$ cat src/rtl/countdown_timer_if.sv
// Control and status bundle for countdown_timer: the controller drives the
// start/stop/enable/mode/load side, the timer returns count and status.
interface countdown_timer_if #(
  parameter int WIDTH = 4
);
  logic             start;
  logic             stop;
  logic             en;
  logic             periodic;
  logic [WIDTH-1:0] load_val;
  logic [WIDTH-1:0] count;
  logic             running;
  logic             expired;
  logic             done;

  modport master (
    output start, stop, en, periodic, load_val,
    input  count, running, expired, done
  );

  modport slave (
    input  start, stop, en, periodic, load_val,
    output count, running, expired, done
  );
endinterface

$ cat src/rtl/countdown_timer.sv
// Loadable down-counter with terminal-count pulse, usable one-shot or
// periodic. Expiry happens on the enabled edge that finds count already 0,
// so a load of N gives a pulse N+1 enabled cycles after start.
//
// state | meaning
// IDLE  | stopped, count frozen at its last value
// RUN   | counting down on enabled edges
// DONE  | one-shot expired, count parked at 0
module countdown_timer #(
  parameter int WIDTH = 4
) (
  input  logic             clk,
  input  logic             rst_n,
  countdown_timer_if.slave bus
);

  localparam logic [1:0] ST_IDLE = 2'd0;
  localparam logic [1:0] ST_RUN  = 2'd1;
  localparam logic [1:0] ST_DONE = 2'd2;

  logic [1:0]       state_q, state_d;
  logic [WIDTH-1:0] count_q, count_d;
  logic [WIDTH-1:0] reload_q, reload_d;
  logic             expired_d;
  logic             expired_q;
  logic             running_q;
  logic             done_q;

  // Next-state decode; stop outranks start, start outranks counting.
  always_comb begin
    state_d   = state_q;
    count_d   = count_q;
    reload_d  = reload_q;
    expired_d = 1'b0;
    unique case (state_q)
      ST_IDLE, ST_DONE: begin
        if (bus.stop) begin
          state_d = ST_IDLE;
        end else if (bus.start) begin
          count_d  = bus.load_val;
          reload_d = bus.load_val;
          state_d  = ST_RUN;
        end
      end
      ST_RUN: begin
        if (bus.stop) begin
          state_d = ST_IDLE;
        end else if (bus.start) begin
          count_d  = bus.load_val;
          reload_d = bus.load_val;
        end else if (bus.en) begin
          if (count_q != '0) begin
            count_d = count_q - 1'b1;
          end else begin
            // Terminal count: pulse, then reload or park in DONE at 0.
            expired_d = 1'b1;
            if (bus.periodic) begin
              count_d = reload_q;
            end else begin
              state_d = ST_DONE;
            end
          end
        end
      end
      default: begin
        state_d = ST_IDLE;
      end
    endcase
  end

  // State, datapath and status flags; status decoded from next state so
  // every output comes straight from a flop.
  always_ff @(posedge clk or negedge rst_n) begin
    if (!rst_n) begin
      state_q   <= ST_IDLE;
      count_q   <= '0;
      reload_q  <= '0;
      expired_q <= 1'b0;
      running_q <= 1'b0;
      done_q    <= 1'b0;
    end else begin
      state_q   <= state_d;
      count_q   <= count_d;
      reload_q  <= reload_d;
      expired_q <= expired_d;
      running_q <= (state_d == ST_RUN);
      done_q    <= (state_d == ST_DONE);
    end
  end

  assign bus.count   = count_q;
  assign bus.running = running_q;
  assign bus.expired = expired_q;
  assign bus.done    = done_q;

endmodule

$ cat src/flat_wrapper.sv
// flat-port wrapper written by rule: the top's interface ports become plain ports
module countdown_timer_flat 
#(
  parameter int WIDTH = 4
)
  (clk, rst_n, bus_start, bus_stop, bus_en, bus_periodic, bus_load_val, bus_count, bus_running, bus_expired, bus_done);
  countdown_timer_if #(.WIDTH(WIDTH)) bus_i ();
  input  logic clk;
  input  logic rst_n;
  input wire logic [$bits(bus_i.start)-1:0] bus_start;
  input wire logic [$bits(bus_i.stop)-1:0] bus_stop;
  input wire logic [$bits(bus_i.en)-1:0] bus_en;
  input wire logic [$bits(bus_i.periodic)-1:0] bus_periodic;
  input wire logic [$bits(bus_i.load_val)-1:0] bus_load_val;
  output wire logic [$bits(bus_i.count)-1:0] bus_count;
  output wire logic [$bits(bus_i.running)-1:0] bus_running;
  output wire logic [$bits(bus_i.expired)-1:0] bus_expired;
  output wire logic [$bits(bus_i.done)-1:0] bus_done;
  assign bus_i.start = bus_start;
  assign bus_i.stop = bus_stop;
  assign bus_i.en = bus_en;
  assign bus_i.periodic = bus_periodic;
  assign bus_i.load_val = bus_load_val;
  assign bus_count = bus_i.count;
  assign bus_running = bus_i.running;
  assign bus_expired = bus_i.expired;
  assign bus_done = bus_i.done;
  countdown_timer #(.WIDTH(WIDTH)) u_core (.clk(clk), .rst_n(rst_n), .bus(bus_i));
endmodule
$ cat config.mk
export PLATFORM = sky130hd
export DESIGN_NAME = countdown_timer_flat
export DESIGN_NICKNAME = d
export VERILOG_FILES = /design/src/rtl/countdown_timer_if.sv /design/src/rtl/countdown_timer.sv /design/src/flat_wrapper.sv
export SDC_FILE = /design/constraint.sdc
export NUM_CORES = 1
export LEC_CHECK = 0
export ABC_AREA = 1
export CAP_MARGIN = 30
export CORE_MARGIN = 2
export CORE_UTILIZATION = 51
export DETAILED_ROUTE_END_ITERATION = 6
export MAX_ROUTING_LAYER = met4
export PLACE_DENSITY = 0.81
export SETUP_SLACK_MARGIN = 0.5
export SYNTH_ARGS = -nofsm -noshare
export SYNTH_HDL_FRONTEND = slang
export SYNTH_SLANG_ARGS = --single-unit
$ cat constraint.sdc
create_clock -name clk -period 3.1 [get_ports clk]
set_input_delay 0.465 -clock clk [delete_from_list [all_inputs] [get_ports clk]]
set_output_delay 0.465 -clock clk [all_outputs]
set_load 0.02 [all_outputs]
==> results_dict.tcl <==
set metrics [dict create \
    power.density_cell_area_nw_per_um2 532 \
    use_met2_pct 25.3 \
    synth-compound-area-share_pct 4.79 \
    critical_path.endpoint "bus_count[3]" \
    synth_adder_area_share_pct 3.42 \
    clock_sinks 13 \
    power.static_leakage_uw 0.000494 \
    clk_pin_slew_worst_paths_ps 80 \
    fin_worst_hold_slack_ps 497 \
    wire_length_of_the_first_global_routing_pass_um 2280 \
    cpMaxStageDelayCell "sky130_fd_sc_hd__clkdlybuf4s50_1" \
    timing.critical_path.fanout_max 6 \
    final_min_period_over_clock_period_pct 59.3 \
    synth_top_area_share_pct 44.4 \
    timing_worst_setup_path_type "reg -> out" \
    design.final.nets 138 \
    timing.final.ws_setup_ps 1260 \
    dpl.hpwl_um 1170 \
    irDropWorstVdd_mv 0.295 \
    antennaDiodeCount 0 \
    grt_overflow_total 0 \
    worst_setup_path_end_kind "output pin" \
    timing.max_slew.rel_slack_pct 62.3 \
    syn_inst 105 \
    fin_setup_tns_ps 0 \
    ioPinCount 17 \
    syn-cell-area_um2 732 \
    worstMarginPinSlew_ps 564 \
    core_area_um2 1320 \
    max_freq_mhz 544 \
    post_cts_resized 0 \
    largest_family_of_logic_cells_by_synthesized_area "simple AND/OR/NAND/NOR gates" \
    design.die.area_um2 1750 \
    cp.arrival_ps 1370 \
    crit_path_cell_trace "clkdlybuf4s50_1" \
    timing.critical_path.buf_inv 1 \
    status "finished clean" \
    max-clock-path-buffers 2 \
    yosysUniqueCellTypes 14 \
    post_cts_buffers 0 \
    critical_path.startpoint "u_core.bus.count[3]$_DFFE_PN0P_" \
    post_synth_mux_area_share_pct 0 \
    synth.ff_latch_count 13 \
    port_buffers 16 \
    timing.critical_path.slowest_cell_delay_ps 640 \
    grtUsageMet1_pct 24.5 \
    initial_utilization_pct 55.6 \
    pin_count_of_the_biggest_net_entering_global_routing 14 \
    min_path_cells 2 \
    rsz0062_at_grt "no" \
    iteration_0_drc_markers 16 \
    synth_area_per_cell_um2 6.97 \
    flop_to_flop_setup_slack_ps 1460 \
    timing.final.max_slew_violations 0 \
    synthSimpleGateAreaFrac_pct 38.6 \
    crit-reg2reg-capture "u_core.bus.running$_DFF_PN0_" \
    syn_to_final_growth_pct 28.0 \
    dr.pass1.iters 4 \
    synth.net_count 117 \
    vias 705 \
    gpl.final_weighted_congestion 0.900 \
    wl_um 1480 \
    vias_per_std_cell 5.04 \
    maxCapViolCount 0 \
    tritoncts.num_buffers 3 \
    post-route-cell-area_um2 937 \
    worst_reg_to_reg_path_cell_count 7 \
    final.min_clock_period_ps 1840 \
    timing.final.hold_violations 0 \
    setup.worst_path.start_class "flip-flop" \
    cts-htree-levels 1 \
    route.detailed.drc 0 \
    critical-path-top-delay-family "buffers and inverters" \
    tot_gr_track_use_pct 17.9 \
    leading_post_synthesis_cells_by_cell_area "sky130_fd_sc_hd__dfrtp_1, sky130_fd_sc_hd__nand2_1, sky130_fd_sc_hd__nand3_1" \
    yosysWarningCount 0 \
    clock-root-buffer "sky130_fd_sc_hd__clkbuf_4" \
    initial_antenna_violation_count 0 \
    yosys.area_share.xor_xnor_pct 0 \
    global_route.peak_usage_layer "met2" \
    cts_hold_repair.buffers 0 \
    placement_rows 13 \
    die_h_um 41.9 \
    use_met3_pct 2.61 \
    clock_insertion_delay_worst_skew_ps 280 \
    post_dp_cell_area_um2 911 \
    setup_viol 0 \
    worstHoldPathType "reg -> reg" \
    ratio_of_cells_with_drive_above_1_in_the_final_layout_pct 6.40 \
    final_antenna_net_count 0 \
    yosysSeqAreaShare_pct 44.4 \
    wl_per_cell_um 10.5 \
    first_global_vias 520 \
    cp_data_required_time_ps 2630 \
    dp_worst_setup_slack_ps 1300 \
    synth_area_leader_cell "sky130_fd_sc_hd__dfrtp_1" \
    cts_tree "built" \
    clock_skew_ps 1.39 \
    path_depth 1 \
    die_width_um 41.9 \
    r2r_start "u_core.bus.count[0]$_DFFE_PN0P_" \
]
-- metal layers --
metal / part of all wire [%] / vias to the layer above / wire, um
met5: 0 / - / 0
met4: 2.1 / 0 / 31
met3: 5.7 / 5 / 84
met2: 43 / 25 / 641
met1: 49 / 310 / 718
li1: - / 365 / -
-- cells by family (layout without fill, tap and decap cells) --
| kind of cell | Yosys count | after routing |
|---|---|---|
| buffers and inverters | 17 | 37 |
| AOI/OAI and AO/OA | 7 | 7 |
| and+or+nand+nor | 66 | 66 |
| DFF | 13 | 13 |
| adders and majority gates | 2 | 2 |
-- through the flow --
| stage | std cells | utilization, % | total power (uW) |
|---|---|---|---|
| floorplan | 105 | - | 325 |
| global placement | 136 | 69.1 | 389 |
| detailed placement | 136 | 69.1 | 393 |
| CTS | 140 | 71.1 | 498 |
| global route | 140 | 71.1 | 528 |
| finish | 140 | 71.1 | 499 |
-- final cells by class --
cell class / instances / area (um2)
Clock buffer: 4 / 26.3
Fill cell: 115 / 380
Inverter: 17 / 63.8
Multi-Input combinational cell: 75 / 343
Sequential cell: 13 / 325
Tap cell: 15 / 18.8
Timing Repair Buffer: 16 / 160
-- state kept, by name, indices dropped and copies added, names as in the netlist --
name                count
u_core.state_q          2
u_core.bus.count        4
u_core.bus.running      1
u_core.bus.done         1
u_core.reload_q         4
u_core.bus.expired      1
-- cell usage after synthesis --
cell type,n
sky130_fd_sc_hd__nand2_1,38
sky130_fd_sc_hd__inv_1,16
sky130_fd_sc_hd__dfrtp_1,13
sky130_fd_sc_hd__nand3_1,13
sky130_fd_sc_hd__nor2_1,9
sky130_fd_sc_hd__a21oi_1,4
sky130_fd_sc_hd__o21ai_0,3
sky130_fd_sc_hd__ha_1,2
sky130_fd_sc_hd__nor2_2,2
sky130_fd_sc_hd__inv_2,1
sky130_fd_sc_hd__nand2_2,1
sky130_fd_sc_hd__nand4_1,1
sky130_fd_sc_hd__nor3_2,1
sky130_fd_sc_hd__nor4_1,1
-- layout by cell type, fill, tap and decap left out, types with 2 or more instances in the layout --
| master | Yosys | final |
|---|---|---|
| sky130_fd_sc_hd__a21oi_1 | 4 | 4 |
| sky130_fd_sc_hd__clkbuf_4 | 0 | 3 |
| sky130_fd_sc_hd__clkdlybuf4s50_1 | 0 | 16 |
| sky130_fd_sc_hd__dfrtp_1 | 13 | 13 |
| sky130_fd_sc_hd__ha_1 | 2 | 2 |
| sky130_fd_sc_hd__inv_1 | 16 | 16 |
| sky130_fd_sc_hd__nand2_1 | 38 | 38 |
| sky130_fd_sc_hd__nand3_1 | 13 | 13 |
| sky130_fd_sc_hd__nor2_1 | 9 | 9 |
| sky130_fd_sc_hd__nor2_2 | 2 | 2 |
| sky130_fd_sc_hd__o21ai_0 | 3 | 3 |
-- worst min-delay path by stage --
stage                                                 end                           start
after detailed placement   u_core.reload_q[3]$_DFFE_PN0P_  u_core.reload_q[3]$_DFFE_PN0P_
after global placement     u_core.reload_q[3]$_DFFE_PN0P_  u_core.reload_q[3]$_DFFE_PN0P_
after floorplan           u_core.bus.count[0]$_DFFE_PN0P_                           rst_n
after CTS                  u_core.reload_q[3]$_DFFE_PN0P_  u_core.reload_q[3]$_DFFE_PN0P_
after global routing       u_core.reload_q[3]$_DFFE_PN0P_  u_core.reload_q[3]$_DFFE_PN0P_
final                      u_core.reload_q[3]$_DFFE_PN0P_  u_core.reload_q[3]$_DFFE_PN0P_
-- power breakdown --
| group | internal, uW | total, uW | switching [uW] |
|---|---|---|---|
| Combinational | 73.6 | 176 | 103 |
| Sequential | 191 | 213 | 22.0 |
| Clock | 50.0 | 109 | 58.6 |
| Total | 315 | 499 | 183 |
No activity file was read; power rests on OpenSTA's default activity.
